**config.mk**
```make
export PLATFORM = sky130hd
export DESIGN_NAME = datapath_stream_source
export DESIGN_NICKNAME = d
export VERILOG_FILES = /design/src/rtl/datapath_stream_source.sv
export SDC_FILE = /design/constraint.sdc
export NUM_CORES = 1
export LEC_CHECK = 0
export CAP_MARGIN = 10
export CORE_ASPECT_RATIO = 1.75
export CORE_MARGIN = 1
export CORE_UTILIZATION = 50
export DETAILED_ROUTE_END_ITERATION = 10
export PLACE_DENSITY = 0.79
export SLEW_MARGIN = 5
export SYNTH_ARGS = -nofsm -noshare
export SYNTH_HDL_FRONTEND = slang
export SYNTH_SLANG_ARGS = --single-unit
export TNS_END_PERCENT = 5
```
**constraint.sdc**
```tcl
create_clock -name i_clk -period 2.9 [get_ports i_clk]
set_clock_uncertainty 0.15 [all_clocks]
set_input_delay 0.435 -clock i_clk [delete_from_list [all_inputs] [get_ports i_clk]]
set_output_delay 0.435 -clock i_clk [all_outputs]
set_load 0.02 [all_outputs]
```
**src/rtl/datapath_stream_source.sv**
```systemverilog
// Frame-based 8-bit test pattern source with valid/sof/busy handshake.
// Optional STREAM_SOURCE_CHECKSUM_EN adds a per-frame 16-bit sum of accepted beats.
module datapath_stream_source #(
  parameter int          FRAME_LEN  = 24,
  parameter int          BLOCK_LEN  = 3,
  parameter int          GAP_CYCLES = 4,
  parameter logic [7:0]  LFSR_SEED  = 8'hA5
) (
  input  logic        i_clk,
  input  logic        i_rst,
  input  logic        start,
  input  logic [1:0]  mode,
  input  logic [7:0]  const_val,
  input  logic [7:0]  num_frames,
  output logic [7:0]  data_out,
  output logic        valid_out,
  output logic        sof_out,
  input  logic        busy_in,
  output logic        active,
  output logic        done
`ifdef STREAM_SOURCE_CHECKSUM_EN
  ,
  output logic [15:0] checksum_out,
  output logic        checksum_valid
`endif
);

  typedef enum logic [1:0] {IDLE, SEND, GAP, DONE} state_t;

  localparam logic [15:0] LAST_IDX = 16'(FRAME_LEN - 1);
  localparam logic [15:0] BLK_LAST = 16'(BLOCK_LEN - 1);
  localparam logic [15:0] GAP_LAST = 16'(GAP_CYCLES - 1);

  state_t      state_q, state_d;
  logic [15:0] idx_q, idx_d;
  logic [15:0] blk_cnt_q, blk_cnt_d;
  logic        blk_hi_q, blk_hi_d;
  logic [15:0] gap_cnt_q, gap_cnt_d;
  logic [7:0]  frames_left_q, frames_left_d;
  logic [7:0]  lfsr_q, lfsr_d;
  logic [1:0]  mode_q, mode_d;
  logic [7:0]  const_q, const_d;

  logic        accept;
  logic        last_beat;
  logic        last_frame;
  logic        lfsr_fb;
  logic [7:0]  sample;

  assign accept     = (state_q == SEND) && !busy_in;
  assign last_beat  = (idx_q == LAST_IDX);
  assign last_frame = (frames_left_q == 8'd1);
  // Taps 8,6,5,4 of x^8+x^6+x^5+x^4+1, shifting towards the MSB.
  assign lfsr_fb    = lfsr_q[7] ^ lfsr_q[5] ^ lfsr_q[4] ^ lfsr_q[3];

  // State register
  always_ff @(posedge i_clk) begin
    if (i_rst) begin
      state_q <= IDLE;
    end else begin
      state_q <= state_d;
    end
  end

  // Next-state logic
  always_comb begin
    state_d = state_q;
    case (state_q)
      IDLE: begin
        if (start) begin
          state_d = (num_frames == 8'd0) ? DONE : SEND;
        end
      end
      SEND: begin
        if (accept && last_beat) begin
          if (last_frame) begin
            state_d = DONE;
          end else begin
            state_d = (GAP_CYCLES == 0) ? SEND : GAP;
          end
        end
      end
      GAP: begin
        if (gap_cnt_q == GAP_LAST) begin
          state_d = SEND;
        end
      end
      default: state_d = IDLE;
    endcase
  end

  // Pattern generator for the beat currently presented
  always_comb begin
    sample = 8'h00;
    case (mode_q)
      2'd0:    sample = const_q;
      2'd1:    sample = idx_q[7:0];
      2'd2:    sample = blk_hi_q ? 8'hFF : 8'h00;
      default: sample = lfsr_q;
    endcase
  end

  // Output logic: everything is derived from registered state, so it is
  // naturally stable while busy_in stalls the counters.
  always_comb begin
    valid_out = (state_q == SEND);
    sof_out   = (state_q == SEND) && (idx_q == 16'd0);
    active    = (state_q == SEND) || (state_q == GAP);
    done      = (state_q == DONE);
    data_out  = (state_q == SEND) ? sample : 8'h00;
  end

  always_comb begin
    idx_d         = idx_q;
    blk_cnt_d     = blk_cnt_q;
    blk_hi_d      = blk_hi_q;
    gap_cnt_d     = gap_cnt_q;
    frames_left_d = frames_left_q;
    lfsr_d        = lfsr_q;
    mode_d        = mode_q;
    const_d       = const_q;
    if (state_q == IDLE && start) begin
      mode_d        = mode;
      const_d       = const_val;
      frames_left_d = num_frames;
      idx_d         = 16'd0;
      blk_cnt_d     = 16'd0;
      blk_hi_d      = 1'b0;
      gap_cnt_d     = 16'd0;
      lfsr_d        = LFSR_SEED;
    end
    if (accept) begin
      lfsr_d = {lfsr_q[6:0], lfsr_fb};
      if (last_beat) begin
        idx_d         = 16'd0;
        blk_cnt_d     = 16'd0;
        blk_hi_d      = 1'b0;
        gap_cnt_d     = 16'd0;
        frames_left_d = frames_left_q - 8'd1;
      end else begin
        idx_d = idx_q + 16'd1;
        if (blk_cnt_q == BLK_LAST) begin
          blk_cnt_d = 16'd0;
          blk_hi_d  = ~blk_hi_q;
        end else begin
          blk_cnt_d = blk_cnt_q + 16'd1;
        end
      end
    end
    if (state_q == GAP) begin
      gap_cnt_d = gap_cnt_q + 16'd1;
    end
  end

  always_ff @(posedge i_clk) begin
    if (i_rst) begin
      idx_q         <= 16'd0;
      blk_cnt_q     <= 16'd0;
      blk_hi_q      <= 1'b0;
      gap_cnt_q     <= 16'd0;
      frames_left_q <= 8'd0;
      lfsr_q        <= LFSR_SEED;
      mode_q        <= 2'd0;
      const_q       <= 8'd0;
    end else begin
      idx_q         <= idx_d;
      blk_cnt_q     <= blk_cnt_d;
      blk_hi_q      <= blk_hi_d;
      gap_cnt_q     <= gap_cnt_d;
      frames_left_q <= frames_left_d;
      lfsr_q        <= lfsr_d;
      mode_q        <= mode_d;
      const_q       <= const_d;
    end
  end

`ifdef STREAM_SOURCE_CHECKSUM_EN
  logic [15:0] sum_q, sum_d;
  logic        ck_valid_q, ck_valid_d;

  // The sof beat restarts the sum, so a stale total never leaks into a new frame.
  always_comb begin
    sum_d      = sum_q;
    ck_valid_d = 1'b0;
    if (accept) begin
      sum_d      = (sof_out ? 16'd0 : sum_q) + {8'd0, data_out};
      ck_valid_d = last_beat;
    end
  end

  always_ff @(posedge i_clk) begin
    if (i_rst) begin
      sum_q      <= 16'd0;
      ck_valid_q <= 1'b0;
    end else begin
      sum_q      <= sum_d;
      ck_valid_q <= ck_valid_d;
    end
  end

  assign checksum_out   = sum_q;
  assign checksum_valid = ck_valid_q;
`endif

endmodule

```
======== After elaboration in Yosys (flattened, before gate mapping) ========
Cells that the tools add are included.
word-level totals
  output and inout port bits .............. 12
  logic and storage cells ................. 69
  register bits after elaboration ......... 77
operators by class
  bitwise logic cells ..................... 4
  eq/ne operators ......................... 12
  add/sub/neg operators ................... 4
  reductions and logical operators ........ 12
  multiplexer cells ....................... 28
operators by type and width
  operator                 number
  $mux W16                 10
  $mux W8                  7
  $add A16 B1 Y16 const B  3
  $eq A16 B2 Y1 const B    2
  $pmux W8 S3              1
  $eq A16 B5 Y1 const B    1
  $logic_not A16 Y1        1
  $eq A8 B1 Y1 const B     1
  $logic_not A8 Y1         1
  $mux W2                  4
  $sub A8 B1 Y8 const B    1
  $eq A2 B2 Y1 const B     3
  $pmux W2 S3              1
  $mux W1                  5
  $eq A2 B1 Y1 const B     2
  $logic_and A1 B1 Y1      4
  $logic_not A2 Y1         2
  $ne A2 B2 Y1 const B     2
  $reduce_and A3 Y1        1
  $xor A1 B1 Y1            3
  $ne A2 B1 Y1 const B     1
  $reduce_bool A2 Y1       1
  $logic_not A1 Y1         1
  $logic_or A1 B1 Y1       1
  $not A1 Y1               1

======== Depth between registers and ports, before layout ========
Gate-level depths: netlist of run 1.
  depth after elaboration ................. 6
  mapped depth ............................ 9

======== Worst setup path before layout of run 1 ========
Ideal clock, no wire load.
  path kind ............................... register to output
  from .................................... register state_q[1]
  to ...................................... output sof_out
  data arrival time ....................... 1.714 ns
  slack ................................... 0.601 ns
  stages on the path, launching flop included .. 6
  buffers on the path ..................... 1
  cell sequence ........................... dfxtp_1 > inv_1 > ha_1 > clkbuf_1 > nand3_1 > nor4_1
on the way
  cells in the longest elaborated chain, start to end .. 2
ends and longest elaborated chain
  element                   line  text
  start: declaration        34    state_t state_q, state_d;
  start signal: assignment  61    state_q <= state_d;
  $eq A2 B1 Y1              -
  named net valid_out       16    output logic valid_out,
  $logic_and A1 B1 Y1       107   sof_out = (state_q == SEND) && (idx_q == 16'd0);
  end: declaration          17    output logic sof_out,
The timed path passes the listed nets, and every way through them passes these cells.

======== Worst setup path in the final report of run 1 ========
  from .................................... register mode_q[0]
  to ...................................... output data_out[0]
on the way
  cells in the longest elaborated chain, start to end .. 3
ends and longest elaborated chain
  element                               line  text
  start: declaration                    41    logic [1:0] mode_q, mode_d;
  start signal: assignment              172   mode_q <= mode_d;
  $eq A2 B2 Y1 (tied with other cells)  95    case (mode_q)
  $pmux W8 S3 *                         95
  $mux W8 *                             110   data_out = (state_q == SEND) ? sample : 8'h00;
  end: declaration                      15    output logic [7:0] data_out,
Every way passes the cells marked *; elsewhere a longest branch is shown, timed or not.

==> key figures, run 1 <==
Floorplanning
  – DIE AREA: about 9000 um2
  – Rows: between 40 and 50
  – IO Pins: 34
  – Die Y: 124.5 um
  – Die W: roughly 72 um
  – Starting density of the core: 0.5157
  – Core ar.: around 8300 um2

Pwr
  – VDD IR max: ~0.50 mV
  – PD cells: 660.9 nW/um2
  – Power Total: 3.282 mW
  – Leakage: 1.655 nW

Critical path
  – Worst Setup EP: data_out[0]
  – WP depth: 3
  – Crit path DAT: 2.25 ns
  – Worst path cell trace: mux4_2, and2_1, clkdlybuf4s50_1
  – Worst Path Class, Setup: reg2out
  – Required @ worst endpoint: around 2.3 ns
  – Worst Setup Start Kind: flip-flop
  – Crit-path leading delay family: flip-flops
  – CP Capture Type: primary output
  – CP max stage cell: dfxtp_1
  – Worst setup path startpoint: mode_q[0]$_SDFFE_PP0P_
  – Largest stage delay, worst path: 0.63 ns
  – Worst R2R Start: state_q[1]$_SDFFE_PP0P_
  – FF-to-FF End: blk_cnt_q[2]$_SDFFE_PP0P_
  – WP buf/inv: 1
  – Worst R2R Path Depth: 7
  – Crit-path max FO: 9
  – FF-to-FF setup slack: between 0.2 and 0.3 ns

Synthesis
  – Syn_area_per_cell: roughly 8.5 um2
  – Async S/R FF share, synth: 0
  – Top cell type's share of synthesized area: 0.3596
  – Top cells by area, synth: dfxtp_1 36%, nand2_1 6.0%, a21oi_1 4.3%, a311oi_1 4.3%, mux4_2 4.2%
  – Post-Syn Area: ~4300 um2
  – Most common cell in the netlist: dfxtp_1
  – Flops & latches, synth: 77
  – Synthesized instance count: 507
  – Post-synthesis sequential area ratio: 0.3596
  – Syn_nets: between 500 and 600
  – Post-synth EDFFs: 0
  – Top FF cell, synth: dfxtp_1
  – Cell taking the most area after synthesis: dfxtp_1
  – Yosys warns: 0
  – Top cells by count, synth: 77 x dfxtp_1, 69 x nand2_1, 47 x nor2_1
  – Distinct cells, synth: a little under 60

GRT
  – Largest net degree at the start of global routing: 35
  – Vias in the first global route: 3895
  – Total global-route track usage: 0.2453
  – GRT overflow: 0
  – First-pass GRT wire length: about 18 mm
  – Initial antenna violation count: 0

Cells and area
  – Fin nets: roughly 570
  – Layout cell share with drive strength beyond 1: 0.1000
  – Non-Filler Instances: 655
  – # diodes: 0
  – Area growth syn-to-layout: 15.85%

Clocking
  – Post-CTS Setup Bufs: 0
  – Root Driver: clkbuf_16
  – CTS tree: yes
  – Clk buf depth: 2
  – PostCTS Resize Cnt: 1
  – Number of CTS-inserted buffers: 9
  – Number of H-tree levels: 3
  – Clk sinks: slightly below 80
  – Clock-pin slew on the worst setup and hold paths: about 0.060 ns
  – Hold_buf cts: 0
  – Worst skew pair latency: between 0.3 and 0.4 ns

Placement
  – # placed instances: about 640
  – Port buffer count: 33
  – GPL Wtd Cong: between 0.8 and 0.9
  – Post-DP HPWL: roughly 7.2 mm

STA
  – Unrepaired setup endpoints after global routing: no
  – Setup TNS: 0 ns
  – Slew Limit Headroom: 0.1989
  – Final setup viols: 0
  – Minimum clock period: around 2.8 ns
  – Slew at the pin closest to its max-slew limit: 1.197 ns
  – Endpoints failing hold: 0
  – Max frequency: about 350 MHz
  – Fin. max-slew vios: 0
  – WHS: about 0.31 ns
  – Tcrit/Tclk final: 0.9780

Routing
  – Final wirelength: between 10 and 15 mm
  – Iter 0 DRT Violations: ~240
  – Wire per inst: around 16 um
  – Pre-antenna DRT Iters: 6
  – Drt drc: 0
  – Post-DRT Antenna Nets: 0
  – Vias: ~4000
  – Vias/cell: 6.102

Hold path
  – Hold Path Class: reg2reg
  – Worst hold path cell count: 2

Outcome
  – Run status: finished clean

Flow run
  – Max cap viols: 0
-- routing by layer --
layer / vias to the layer above / GRT usage / routed length, um
met1: 1917 / 0.2689 / 4233
met4: 0 / 0.1176 / 242
met2: 138 / 0.4440 / 5576
met5: - / 0 / 0
met3: 20 / 0.04045 / 465
li1: 1922 / - / -
-- worst min path at each step --
stage                             from                 endpoint  slack, ns
3_5_place_dp   const_q[7]$_SDFFE_PP0P_  const_q[7]$_SDFFE_PP0P_       0.30
5_1_grt        const_q[2]$_SDFFE_PP0P_  const_q[2]$_SDFFE_PP0P_       0.33
3_3_place_gp   const_q[2]$_SDFFE_PP0P_  const_q[2]$_SDFFE_PP0P_       0.29
4_1_cts        const_q[7]$_SDFFE_PP0P_  const_q[7]$_SDFFE_PP0P_       0.31
2_1_floorplan  const_q[0]$_SDFFE_PP0P_  const_q[0]$_SDFFE_PP0P_       0.28
6_report       const_q[6]$_SDFFE_PP0P_  const_q[6]$_SDFFE_PP0P_       0.31
-- through the flow --
step | worst slack [ns] | instance area [um2] | util
5_1_grt | 0.01139 | 4966 | 0.5974
2_1_floorplan | 0.6008 | 4287 | -
3_3_place_gp | 0.2694 | 4674 | 0.5623
3_5_place_dp | 0.2635 | 4674 | 0.5623
6_report | 0.06374 | 4966 | 0.5974
4_1_cts | 0.07831 | 4966 | 0.5974
-- placed cells by master, fill, tap and decap left out, drive strengths merged, types with 10 or more instances in the layout --
cell type,count
nand4,12
clkdlybuf4s50,31
nor3,14
a21oi,37
nor4,10
ha,12
dfxtp,77
a31oi,11
nand3,28
nand2,70
o21ai,11
nor2,49
and3,10
xor2,12
buf,15
a311oi,21
clkbuf,10
a211oi,10
-- worst reg2reg max path: stages (launching register included) --
cell and delay, ns:
dfxtp_1 0.41, inv_1 0.10, ha_1 0.31, nor2b_1 0.24, nor2_1 0.93, nor3_1 0.09
o21bai_1 0.18, a21oi_1 0.08
-- logic make-up (layout without fill, tap and decap cells) --
logic type,after synthesis,count (layout),share of synthesized area
XOR/XNOR,18,18,0.03678
AO/OA/AOI/OAI,116,116,0.1874
multiplexers,10,10,0.04670
buffers and inverters,39,72,0.05137
AND/OR/NAND/NOR,235,235,0.2831
flip-flops,77,77,0.3596
adder cells (fa/ha/maj),12,12,0.03503
-- sequential cells by signal, summed over array words and instances, names as in the netlist --
register and flops:
blk_cnt_q 16, lfsr_q 8, state_q 2, const_q 8
gap_cnt_q 16, mode_q 2, frames_left_q 8, blk_hi_q 1
idx_q 16
-- power breakdown --
group / switching [mW] / total [mW] / internal [mW] / leakage [nW]
clock: 0.454 / 1.12 / 0.665 / 0.138
combinational: 0.555 / 0.922 / 0.367 / 0.892
sequential: 0.0993 / 1.24 / 1.14 / 0.624
-- cell type report --
cell class / instances / area (um2)
flip-flops and latches: 77 / 1541
clock inverters: 6 / 63.81
fillers: 713 / 3347
inverters: 9 / 33.78
repair buffers: 47 / 429.2
well taps: 115 / 143.9
clock buffers: 10 / 229.0
multi-input cells: 391 / 2525
Note: power is estimated with default switching activity, not from simulation.
==> inputs of run 2 (changes only) <==
SLEW_MARGIN = default   (was 5)
==> results of run 2 <==
No change in the layout: final DEF, timing and power equal those of run 1.
==> inputs of run 3 (changes only) <==
CORE_UTILIZATION = 30   (was 50)
CTS_CLUSTER_SIZE = 30   (was default)
PLACE_DENSITY = 0.56   (was 0.79)
==> run 3 against run 2 <==
Maximum frequency grew 5.2%; sequential cell count unchanged; sequential share of layout area down 0.92 points; core utilization is 23 points lower; total power increased by 2.3%; cell count increased by 10%; via count decreased by 2.5%; non-clock buffer count up 4; register-to-register slack improved by 0.26 ns; global-route usage down 9.0 points; die area rose by 65%; cell area grew 3.1%; critical path type unchanged; largest power group unchanged; highest routed layer unchanged.
==> key figures, run 3 (synthesized netlist as in run 1, its figures left out) <==
GRT
  – Largest net degree at the start of global routing: 51
  – Vias in the first global route: 3846
  – GRT overflow: 0
  – Total global-route track usage: 0.1556
  – Initial antenna violation count: 0
  – First-pass GRT wire length: 18.33 mm

Critical path
  – Required @ worst endpoint: 2.32 ns
  – Worst Path Class, Setup: reg2out
  – Crit-path max FO: 8
  – Worst Setup Start Kind: flip-flop
  – CP Capture Type: primary output
  – Crit path DAT: ~2.1 ns

Routing
  – Pre-antenna DRT Iters: 4
  – Vias/cell: 5.404
  – Wire per inst: between 15 and 20 um
  – Post-DRT Antenna Nets: 0
  – Drt drc: 0
  – Iter 0 DRT Violations: roughly 190
  – Final wirelength: around 11 mm
  – Vias: 3896

Clocking
  – Number of H-tree levels: 3
  – Root Driver: clkbuf_16
  – Clk sinks: 77
  – CTS tree: yes
  – Number of CTS-inserted buffers: 9
  – Clk buf depth: 2
  – Hold_buf cts: 0
  – Worst skew pair latency: 0.34 ns
  – Clock-pin slew on the worst setup and hold paths: about 0.070 ns
  – Post-CTS Setup Bufs: 0
  – PostCTS Resize Cnt: 0

Placement
  – Port buffer count: 33
  – Post-DP HPWL: about 8.0 mm
  – Placed cell area: between 4000 and 5000 um2
  – GPL Wtd Cong: 0.7860

STA
  – Slew at the pin closest to its max-slew limit: roughly 0.7 ns
  – Max frequency: 370.9 MHz
  – Setup TNS: 0 ns
  – WHS: 0.3091 ns
  – Tcrit/Tclk final: 0.9297
  – Final setup viols: 0
  – Slew Limit Headroom: 0.5209
  – Unrepaired setup endpoints after global routing: no
  – Fin. max-slew vios: 0
  – Endpoints failing hold: 0
  – Minimum clock period: ~2.7 ns

Floorplanning
  – Die W: ~92 um
  – DIE AREA: ~15000 um2
  – IO Pins: 34
  – Starting density of the core: 0.3082
  – Rows: 57
  – Die Y: ~160 um
  – Core ar.: ~14000 um2

Cells and area
  – Fin nets: approximately 570
  – Post-route design area: roughly 5100 um2
  – Commonest non-fill, non-tap cells in the layout: 76 x dfxtp_1, 69 x nand2_1, 47 x nor2_1
  – # diodes: 0
  – Layout cell share with drive strength beyond 1: 0.1103
  – Area growth syn-to-layout: 19.47%
  – Regs by FF count: blk_cnt_q (16), gap_cnt_q (16), idx_q (16)
  – Commonest non-fill, non-tap cell in the layout: dfxtp_1
  – Fillers: 1413

Outcome
  – Run status: finished clean

Hold path
  – Hold Path Class: reg2reg

Pwr
  – VDD IR max: 0.3927 mV
  – Leakage: about 1.7 nW
  – PD cells: around 660 nW/um2

Flow run
  – Max cap viols: 0
==> run 3: layout make-up <==
class	count	area (um2)	share of cell area
well taps	177	221.5	0.04324
clock inverters	7	81.33	0.01588
flip-flops and latches	77	1543	0.3012
clock buffers	9	225.2	0.04398
multi-input cells	391	2525	0.4930
inverters	9	33.78	0.006597
repair buffers	51	491.7	0.09602
==> run 3: critical path, cell delays in order, from the launching register on <==
cell and delay (ns):
dfxtp_1 0.35, inv_1 0.11, ha_1 0.34, buf_4 0.22
and2_1 0.14, clkdlybuf4s50_1 0.61
==> run 3: report_power, final <==
group          switching (mW)  leakage (nW)  internal [mW]  total (mW)
sequential             0.0946         0.625           1.14        1.24
combinational           0.566         0.933          0.397       0.964
clock                   0.475         0.152          0.680        1.16
total                    1.14          1.71           2.22        3.36
==> run 3: final timing paths <==
| kind | start | end | slack, ns | cells after the start |
|---|---|---|---|---|
| hold reg to reg | const_q[1]$_SDFFE_PP0P_ | const_q[1]$_SDFFE_PP0P_ | 0.31 | 2 |
| setup reg to reg | idx_q[3]$_SDFFE_PP0P_ | blk_cnt_q[5]$_SDFFE_PP0P_ | 0.53 | 5 |
| hold / removal | const_q[1]$_SDFFE_PP0P_ | const_q[1]$_SDFFE_PP0P_ | 0.31 | 2 |
| setup / recovery | state_q[1]$_SDFFE_PP0P_ | data_out[7] | 0.20 | 5 |
==> run 3: per-stage QoR <==
step,std cells,utilization,worst slack (ns),total power [mW]
floorplan,507,-,0.6008,1.910
global placement,704,0.3451,0.2568,2.195
detailed placement,704,0.3451,0.2776,2.215
CTS,720,0.3672,0.001281,3.386
global route,721,0.3682,0.08792,3.553
finish,721,0.3682,0.2040,3.357
==> run 3: metal layers <==
| layer | up-vias | wire, um | GRT usage |
|---|---|---|---|
| met2 | 73 | 5925 | 0.2768 |
| met5 | - | 0 | 0 |
| met1 | 1872 | 4678 | 0.1734 |
| met4 | 0 | 188 | 0.06818 |
| li1 | 1936 | - | - |
| met3 | 15 | 402 | 0.03524 |
